$ cat config.mk
export PLATFORM = sky130hd
export DESIGN_NAME = cacheline_adapter_flat
export DESIGN_NICKNAME = d
export VERILOG_FILES = /design/src/rtl/cacheline_adapter_if.sv /design/src/rtl/cacheline_adapter.sv /design/src/flat_wrapper.sv
export SDC_FILE = /design/constraint.sdc
export NUM_CORES = 2
export LEC_CHECK = 0
export CAP_MARGIN = 20
export CORE_AREA = 2 2 277 279
export CTS_CLUSTER_SIZE = 16
export DETAILED_ROUTE_END_ITERATION = 16
export DIE_AREA = 0 0 279 281
export DONT_BUFFER_PORTS = 1
export GPL_TIMING_DRIVEN = 0
export SLEW_MARGIN = 15
export SYNTH_ARGS = -nofsm -noshare
export SYNTH_HDL_FRONTEND = slang
export SYNTH_SLANG_ARGS = --single-unit
$ cat constraint.sdc
create_clock -name clk -period 3.6 [get_ports clk]
set_input_delay 0.72 -clock clk [delete_from_list [all_inputs] [get_ports clk]]
set_output_delay 0.72 -clock clk [all_outputs]
set_load 0.05 [all_outputs]
$ cat src/rtl/cacheline_adapter_if.sv
// Bundle of the cache-side (dfp) line port and the memory-side (bmem) burst port.
// "slave" is the adapter's view; "master" is the cache plus memory environment.
interface cacheline_adapter_if #(
    parameter int LINE_WIDTH = 256,
    parameter int BEAT_WIDTH = 64
);
    logic [31:0]           dfp_addr;
    logic                  dfp_read;
    logic                  dfp_write;
    logic [LINE_WIDTH-1:0] dfp_wdata;
    logic [LINE_WIDTH-1:0] dfp_rdata;
    logic                  dfp_resp;

    logic [31:0]           bmem_addr;
    logic                  bmem_read;
    logic                  bmem_write;
    logic [BEAT_WIDTH-1:0] bmem_wdata;
    logic                  bmem_ready;
    logic [BEAT_WIDTH-1:0] bmem_rdata;
    logic                  bmem_rvalid;

    modport slave (
        input  dfp_addr, dfp_read, dfp_write, dfp_wdata,
        output dfp_rdata, dfp_resp,
        output bmem_addr, bmem_read, bmem_write, bmem_wdata,
        input  bmem_ready, bmem_rdata, bmem_rvalid
    );

    modport master (
        output dfp_addr, dfp_read, dfp_write, dfp_wdata,
        input  dfp_rdata, dfp_resp,
        input  bmem_addr, bmem_read, bmem_write, bmem_wdata,
        output bmem_ready, bmem_rdata, bmem_rvalid
    );
endinterface

$ cat src/rtl/cacheline_adapter.sv
// Converts whole-line cache reads/writes into 4-beat bursts on the bmem port.
// One request in flight; every request finishes with a single-cycle dfp_resp.
module cacheline_adapter #(
    parameter int LINE_WIDTH = 256,
    parameter int BEAT_WIDTH = 64
) (
    input  logic                clk,
    input  logic                rst,
    cacheline_adapter_if.slave  bus
);
    localparam int BEATS = LINE_WIDTH / BEAT_WIDTH;
    localparam int CNT_W = $clog2(BEATS);
    localparam logic [CNT_W-1:0] LAST_BEAT   = CNT_W'(BEATS - 1);
    localparam logic [31:0]      OFFSET_MASK = 32'(LINE_WIDTH / 8 - 1);

    typedef enum logic [2:0] {
        S_IDLE,
        S_RD_REQ,
        S_RD_DATA,
        S_WR,
        S_RESP
    } state_t;

    state_t                state_q, state_d;
    logic [CNT_W-1:0]      cnt_q, cnt_d;
    logic [31:0]           addr_q, addr_d;
    logic [LINE_WIDTH-1:0] line_q, line_d;
    logic [LINE_WIDTH-1:0] rdata_q, rdata_d;

    logic [31:0]           bmem_addr_o;
    logic                  bmem_read_o;
    logic                  bmem_write_o;
    logic [BEAT_WIDTH-1:0] bmem_wdata_o;
    logic                  dfp_resp_o;

    logic [BEAT_WIDTH-1:0] beat_w [BEATS];

    for (genvar gi = 0; gi < BEATS; gi++) begin : g_beat
        assign beat_w[gi] = line_q[gi*BEAT_WIDTH +: BEAT_WIDTH];
    end

    always_comb begin
        state_d      = state_q;
        cnt_d        = cnt_q;
        addr_d       = addr_q;
        line_d       = line_q;
        rdata_d      = rdata_q;
        bmem_addr_o  = '0;
        bmem_read_o  = 1'b0;
        bmem_write_o = 1'b0;
        bmem_wdata_o = '0;
        dfp_resp_o   = 1'b0;

        case (state_q)
            S_IDLE: begin
                // Read has priority when the cache raises both requests.
                if (bus.dfp_read) begin
                    addr_d  = bus.dfp_addr & ~OFFSET_MASK;
                    cnt_d   = '0;
                    state_d = S_RD_REQ;
                end else if (bus.dfp_write) begin
                    addr_d  = bus.dfp_addr & ~OFFSET_MASK;
                    line_d  = bus.dfp_wdata;
                    cnt_d   = '0;
                    state_d = S_WR;
                end
            end
            S_RD_REQ: begin
                bmem_read_o = 1'b1;
                bmem_addr_o = addr_q;
                if (bus.bmem_ready) begin
                    state_d = S_RD_DATA;
                end
            end
            S_RD_DATA: begin
                if (bus.bmem_rvalid) begin
                    line_d[cnt_q*BEAT_WIDTH +: BEAT_WIDTH] = bus.bmem_rdata;
                    cnt_d = cnt_q + 1'b1;
                    if (cnt_q == LAST_BEAT) begin
                        rdata_d = line_d;
                        state_d = S_RESP;
                    end
                end
            end
            S_WR: begin
                bmem_write_o = 1'b1;
                bmem_addr_o  = addr_q;
                bmem_wdata_o = beat_w[cnt_q];
                // Only the first beat waits for memory; the rest stream back-to-back.
                if (cnt_q != '0 || bus.bmem_ready) begin
                    cnt_d = cnt_q + 1'b1;
                    if (cnt_q == LAST_BEAT) begin
                        rdata_d = line_q;
                        state_d = S_RESP;
                    end
                end
            end
            S_RESP: begin
                dfp_resp_o = 1'b1;
                state_d    = S_IDLE;
            end
            default: begin
                state_d = S_IDLE;
            end
        endcase
    end

    always_ff @(posedge clk) begin
        if (!rst) begin
            state_q <= S_IDLE;
            cnt_q   <= '0;
            addr_q  <= '0;
            line_q  <= '0;
            rdata_q <= '0;
        end else begin
            state_q <= state_d;
            cnt_q   <= cnt_d;
            addr_q  <= addr_d;
            line_q  <= line_d;
            rdata_q <= rdata_d;
        end
    end

    assign bus.bmem_addr  = bmem_addr_o;
    assign bus.bmem_read  = bmem_read_o;
    assign bus.bmem_write = bmem_write_o;
    assign bus.bmem_wdata = bmem_wdata_o;
    assign bus.dfp_resp   = dfp_resp_o;
    assign bus.dfp_rdata  = rdata_q;
endmodule
$ cat src/flat_wrapper.sv
// flat-port wrapper written by rule: the top's interface ports become plain ports
module cacheline_adapter_flat 
#(
    parameter int LINE_WIDTH = 256,
    parameter int BEAT_WIDTH = 64
)
  (clk, rst, bus_dfp_addr, bus_dfp_read, bus_dfp_write, bus_dfp_wdata, bus_dfp_rdata, bus_dfp_resp, bus_bmem_addr, bus_bmem_read, bus_bmem_write, bus_bmem_wdata, bus_bmem_ready, bus_bmem_rdata, bus_bmem_rvalid);
  cacheline_adapter_if #(.LINE_WIDTH(LINE_WIDTH), .BEAT_WIDTH(BEAT_WIDTH)) bus_i ();
  input  logic clk;
  input  logic rst;
  input wire logic [$bits(bus_i.dfp_addr)-1:0] bus_dfp_addr;
  input wire logic [$bits(bus_i.dfp_read)-1:0] bus_dfp_read;
  input wire logic [$bits(bus_i.dfp_write)-1:0] bus_dfp_write;
  input wire logic [$bits(bus_i.dfp_wdata)-1:0] bus_dfp_wdata;
  output wire logic [$bits(bus_i.dfp_rdata)-1:0] bus_dfp_rdata;
  output wire logic [$bits(bus_i.dfp_resp)-1:0] bus_dfp_resp;
  output wire logic [$bits(bus_i.bmem_addr)-1:0] bus_bmem_addr;
  output wire logic [$bits(bus_i.bmem_read)-1:0] bus_bmem_read;
  output wire logic [$bits(bus_i.bmem_write)-1:0] bus_bmem_write;
  output wire logic [$bits(bus_i.bmem_wdata)-1:0] bus_bmem_wdata;
  input wire logic [$bits(bus_i.bmem_ready)-1:0] bus_bmem_ready;
  input wire logic [$bits(bus_i.bmem_rdata)-1:0] bus_bmem_rdata;
  input wire logic [$bits(bus_i.bmem_rvalid)-1:0] bus_bmem_rvalid;
  assign bus_i.dfp_addr = bus_dfp_addr;
  assign bus_i.dfp_read = bus_dfp_read;
  assign bus_i.dfp_write = bus_dfp_write;
  assign bus_i.dfp_wdata = bus_dfp_wdata;
  assign bus_dfp_rdata = bus_i.dfp_rdata;
  assign bus_dfp_resp = bus_i.dfp_resp;
  assign bus_bmem_addr = bus_i.bmem_addr;
  assign bus_bmem_read = bus_i.bmem_read;
  assign bus_bmem_write = bus_i.bmem_write;
  assign bus_bmem_wdata = bus_i.bmem_wdata;
  assign bus_i.bmem_ready = bus_bmem_ready;
  assign bus_i.bmem_rdata = bus_bmem_rdata;
  assign bus_i.bmem_rvalid = bus_bmem_rvalid;
  cacheline_adapter #(.LINE_WIDTH(LINE_WIDTH), .BEAT_WIDTH(BEAT_WIDTH)) u_core (.clk(clk), .rst(rst), .bus(bus_i));
endmodule
==> results.json <==
{
  "status": "finished, final reports clean",
  "cts-buffers-inserted": 66,
  "synth-simple-area-share_pct": 12.5,
  "synthXorXnorAreaFrac_pct": 0,
  "fin_ws_ps": 63.1,
  "portBuffers": 0,
  "p_leak_nw": 11.4,
  "synth.distinct_cells": 48,
  "die_area_mm2": 0.0784,
  "rr_startpoint": "u_core.cnt_q[0]$_SDFFE_PN0P_",
  "antenna_found_initial": 45,
  "die_height_um": 281,
  "timing.slew.headroom_pct": 25.9,
  "die-width_um": 279,
  "rsz0062_at_grt": "no",
  "viasPerCell": 6.65,
  "nNetsFinal": 3647,
  "power.total_mw": 17.6,
  "drt_iter0_drc": 3805,
  "synth_top_family_by_area": "compound AO/OA/AOI/OAI gates",
  "report.final.slew_viol_count": 0,
  "wl_mm": 143,
  "holdWs_ps": 231,
  "hold_viol_final": 0,
  "avgSynthCellArea_um2": 8.54,
  "dr.pass1.iters": 6,
  "drc_errors": 0,
  "cts_root_buffer": "clkbuf_16",
  "ir_drop_mv": 0.288,
  "path_class": "reg2out",
  "grt-ovfl-total": 0,
  "critPathCapture": "bus_bmem_wdata[24]",
  "synth_area_mm2": 0.0274,
  "path_clk_slew_ps": 70,
  "synth_warnings": 0,
  "utilization_pct": 41.4,
  "critPathCaptureType": "output pin",
  "nFillCells": 7688,
  "wl_per_cell_um": 33.0,
  "pin_count": 713,
  "finalSetupViolations": 0,
  "fin_crit_ps": 3540,
  "cts_max_level": 3,
  "start_util_pct": 36.3,
  "synth_compound_gate_area_share_pct": 36.1,
  "postCtsHoldBufs": 0,
  "place_area_mm2": 0.0287,
  "slowest_delay_ps": 440,
  "crit_chain": "buf_2, nand3b_1, inv_2, clkbuf_8, clkbuf_1, and2_2",
  "final.setup.tns_ps": 0,
  "cp_num_cells": 6,
  "async_flop_share_pct": 0,
  "reg2reg_depth": 11,
  "core_area_mm2": 0.0754,
  "worstPathArrival_ps": 2820,
  "crit_required_ps": 2880,
  "drive_gt1_share_pct": 12.1,
  "cp-start-kind": "flip-flop",
  "drtAntennaViolNets": 0,
  "yosys-mux-area-fraction_pct": 5.27,
  "syn_inst": 3204,
  "cts_tree": "done",
  "tightest_slew_ps": 1110,
  "maxCapViolCount": 0,
  "cts.sinks": 544,
  "ys_seq_area_share_pct": 39.8,
  "grt_usage_pct": 34.8,
  "critPathLaunch": "u_core.state_q[0]$_SDFFE_PN0P_",
  "critPathTopFamily": "buffers and inverters",
  "hpwl_mm": 109,
  "pre_cts_ws_ps": -1280,
  "critPathBufInv": 4,
  "grt_max_degree": 17,
  "stdcell_area_mm2": 0.0313,
  "reg2reg_to": "u_core.bus.dfp_rdata[53]$_SDFFE_PN0P_",
  "ys_seq_elements": 544,
  "via_count": 28900,
  "rows": 101,
  "dp.cells": 4191,
  "max-clock-path-buffers": 3,
  "synth_ff_type": "dfxtp_1",
  "gp_congestion": 0.965,
  "regToRegSetupSlack_ps": 120,
  "crit_slowest_cell": "and2_2",
  "critPathMaxFanout": 10,
  "p_per_area_mw_per_mm2": 563,
  "finalCritPeriodShare_pct": 98.2,
  "synthToLayoutAreaGrowth_pct": 14.2,
  "finalClockSkew_ps": 32.7,
  "grt_pass1_vias": 27000,
  "grt_first_pass_wirelength_mm": 200,
  "fmax_ghz": 0.283,
  "worstSkewPairLatency_ps": 630,
  "synth_fa_ha_area_share_pct": 0.274,
  "finalNonFillerCells": 4344,
  "hp-class": "in2reg",
  "synth_edf_count": 0
}
## worst register-to-register path, stage by stage, from the launching register on
cell and delay, ps:
dfxtp_1 390, clkbuf_4 260, buf_6 270, buf_6 250, inv_1 130, ha_1 210
clkbuf_2 180, inv_2 510, buf_1 600, a22oi_1 230, a21o_1 240, o22ai_1 140
## worst min-delay path by stage
stage          depth (start not counted)                             end                           start
6_report                               2  u_core.addr_q[25]$_SDFFE_PN0P_                bus_dfp_addr[25]
3_3_place_gp                           2   u_core.addr_q[6]$_SDFFE_PN0P_   u_core.addr_q[6]$_SDFFE_PN0P_
5_1_grt                                2  u_core.addr_q[14]$_SDFFE_PN0P_                bus_dfp_addr[14]
4_1_cts                                2  u_core.addr_q[22]$_SDFFE_PN0P_                bus_dfp_addr[22]
2_1_floorplan                          2  u_core.addr_q[10]$_SDFFE_PN0P_  u_core.addr_q[10]$_SDFFE_PN0P_
3_5_place_dp                           2   u_core.addr_q[5]$_SDFFE_PN0P_   u_core.addr_q[5]$_SDFFE_PN0P_
## layout make-up
| type | count | area, um2 | share of cell area [%] |
|---|---|---|---|
| antenna | 32 | 80.1 | 0.256 |
| tap | 978 | 1220 | 3.91 |
| clock buffer | 96 | 1910 | 6.10 |
| inverter | 14 | 52.6 | 0.168 |
| timing repair buffer | 9 | 148 | 0.472 |
| multi-input combinational | 2279 | 14900 | 47.8 |
| sequential | 544 | 10900 | 34.8 |
| buffer | 369 | 1720 | 5.49 |
| clock inverter | 23 | 307 | 0.981 |
## registers in the layout (all words and copies together), names as in the netlist
name / count
u_core.state_q: 3
u_core.bus.dfp_rdata: 256
u_core.cnt_q: 2
u_core.line_q: 256
u_core.addr_q: 27
## metal layers
metal / wire length, um / vias to the layer above / GRT usage [%]
met3: 17200 / 423 / 12.1
met1: 53400 / 14100 / 41.9
met2: 64300 / 2033 / 54.3
li1: - / 12300 / -
met4: 8320 / 26 / 19.1
met5: 162 / - / 0
## logic make-up after synthesis
| logic type | count (synthesis) |
|---|---|
| AO/OA/AOI/OAI | 1442 |
| adder cells (fa/ha/maj) | 6 |
| buffers and inverters | 385 |
| flip-flops | 544 |
| multiplexers | 64 |
| other | 1 |
| AND/OR/NAND/NOR | 762 |
## cells in the mapped netlist (all sizes together), types with 92 or more instances
| cell type | n | area share, % |
|---|---|---|
| a21o | 134 | 3.7 |
| a22o | 134 | 4.3 |
| nand2 | 250 | 3.4 |
| a21oi | 230 | 4.2 |
| clkbuf | 229 | 3.2 |
| buf | 142 | 2.7 |
| o21ai | 193 | 3.5 |
| a22oi | 197 | 5.4 |
| o22ai | 191 | 4.4 |
| a211oi | 116 | 3.2 |
| dfxtp | 544 | 40 |
| and2 | 92 | 2.1 |
| nor2 | 271 | 3.7 |
## placed cells by master (no fill, tap or decap), types with 4 or more instances in the layout
| cell type | instances |
|---|---|
| o21ai_1 | 9 |
| a211oi_1 | 115 |
| o211ai_1 | 57 |
| buf_1 | 21 |
| mux4_2 | 64 |
| buf_4 | 32 |
| clkbuf_2 | 36 |
| conb_1 | 5 |
| clkbuf_1 | 207 |
| inv_6 | 5 |
| o2bb2ai_1 | 59 |
| bufinv_16 | 5 |
| o21ai_0 | 184 |
| buf_2 | 83 |
| a221oi_1 | 63 |
| and2_1 | 40 |
| clkbuf_8 | 14 |
| clkinv_2 | 7 |
| a21o_1 | 134 |
| a22o_1 | 134 |
| nand3_1 | 66 |
| dfxtp_1 | 544 |
| o31ai_1 | 63 |
| inv_2 | 4 |
| nor2_1 | 270 |
| buf_6 | 6 |
| inv_1 | 9 |
| clkbuf_16 | 67 |
| a22oi_1 | 197 |
| nand2b_1 | 4 |
| o22ai_1 | 191 |
| ha_1 | 6 |
| a21oi_1 | 230 |
| diode_2 | 32 |
| and2_2 | 51 |
| nand2_1 | 248 |
| nor2b_1 | 62 |
## where the power goes
group	switching, mW	internal (mW)
combinational	2.40	1.29
sequential	0.430	6.41
clock	2.98	4.08
total	5.81	11.8
## timing repair
item                       CTS  global route
buffers inserted             1             3
setup endpoints to repair  576           327
pin swaps                    1             1
gates resized for setup     97            18
Note: power is estimated with default switching activity, not from simulation.
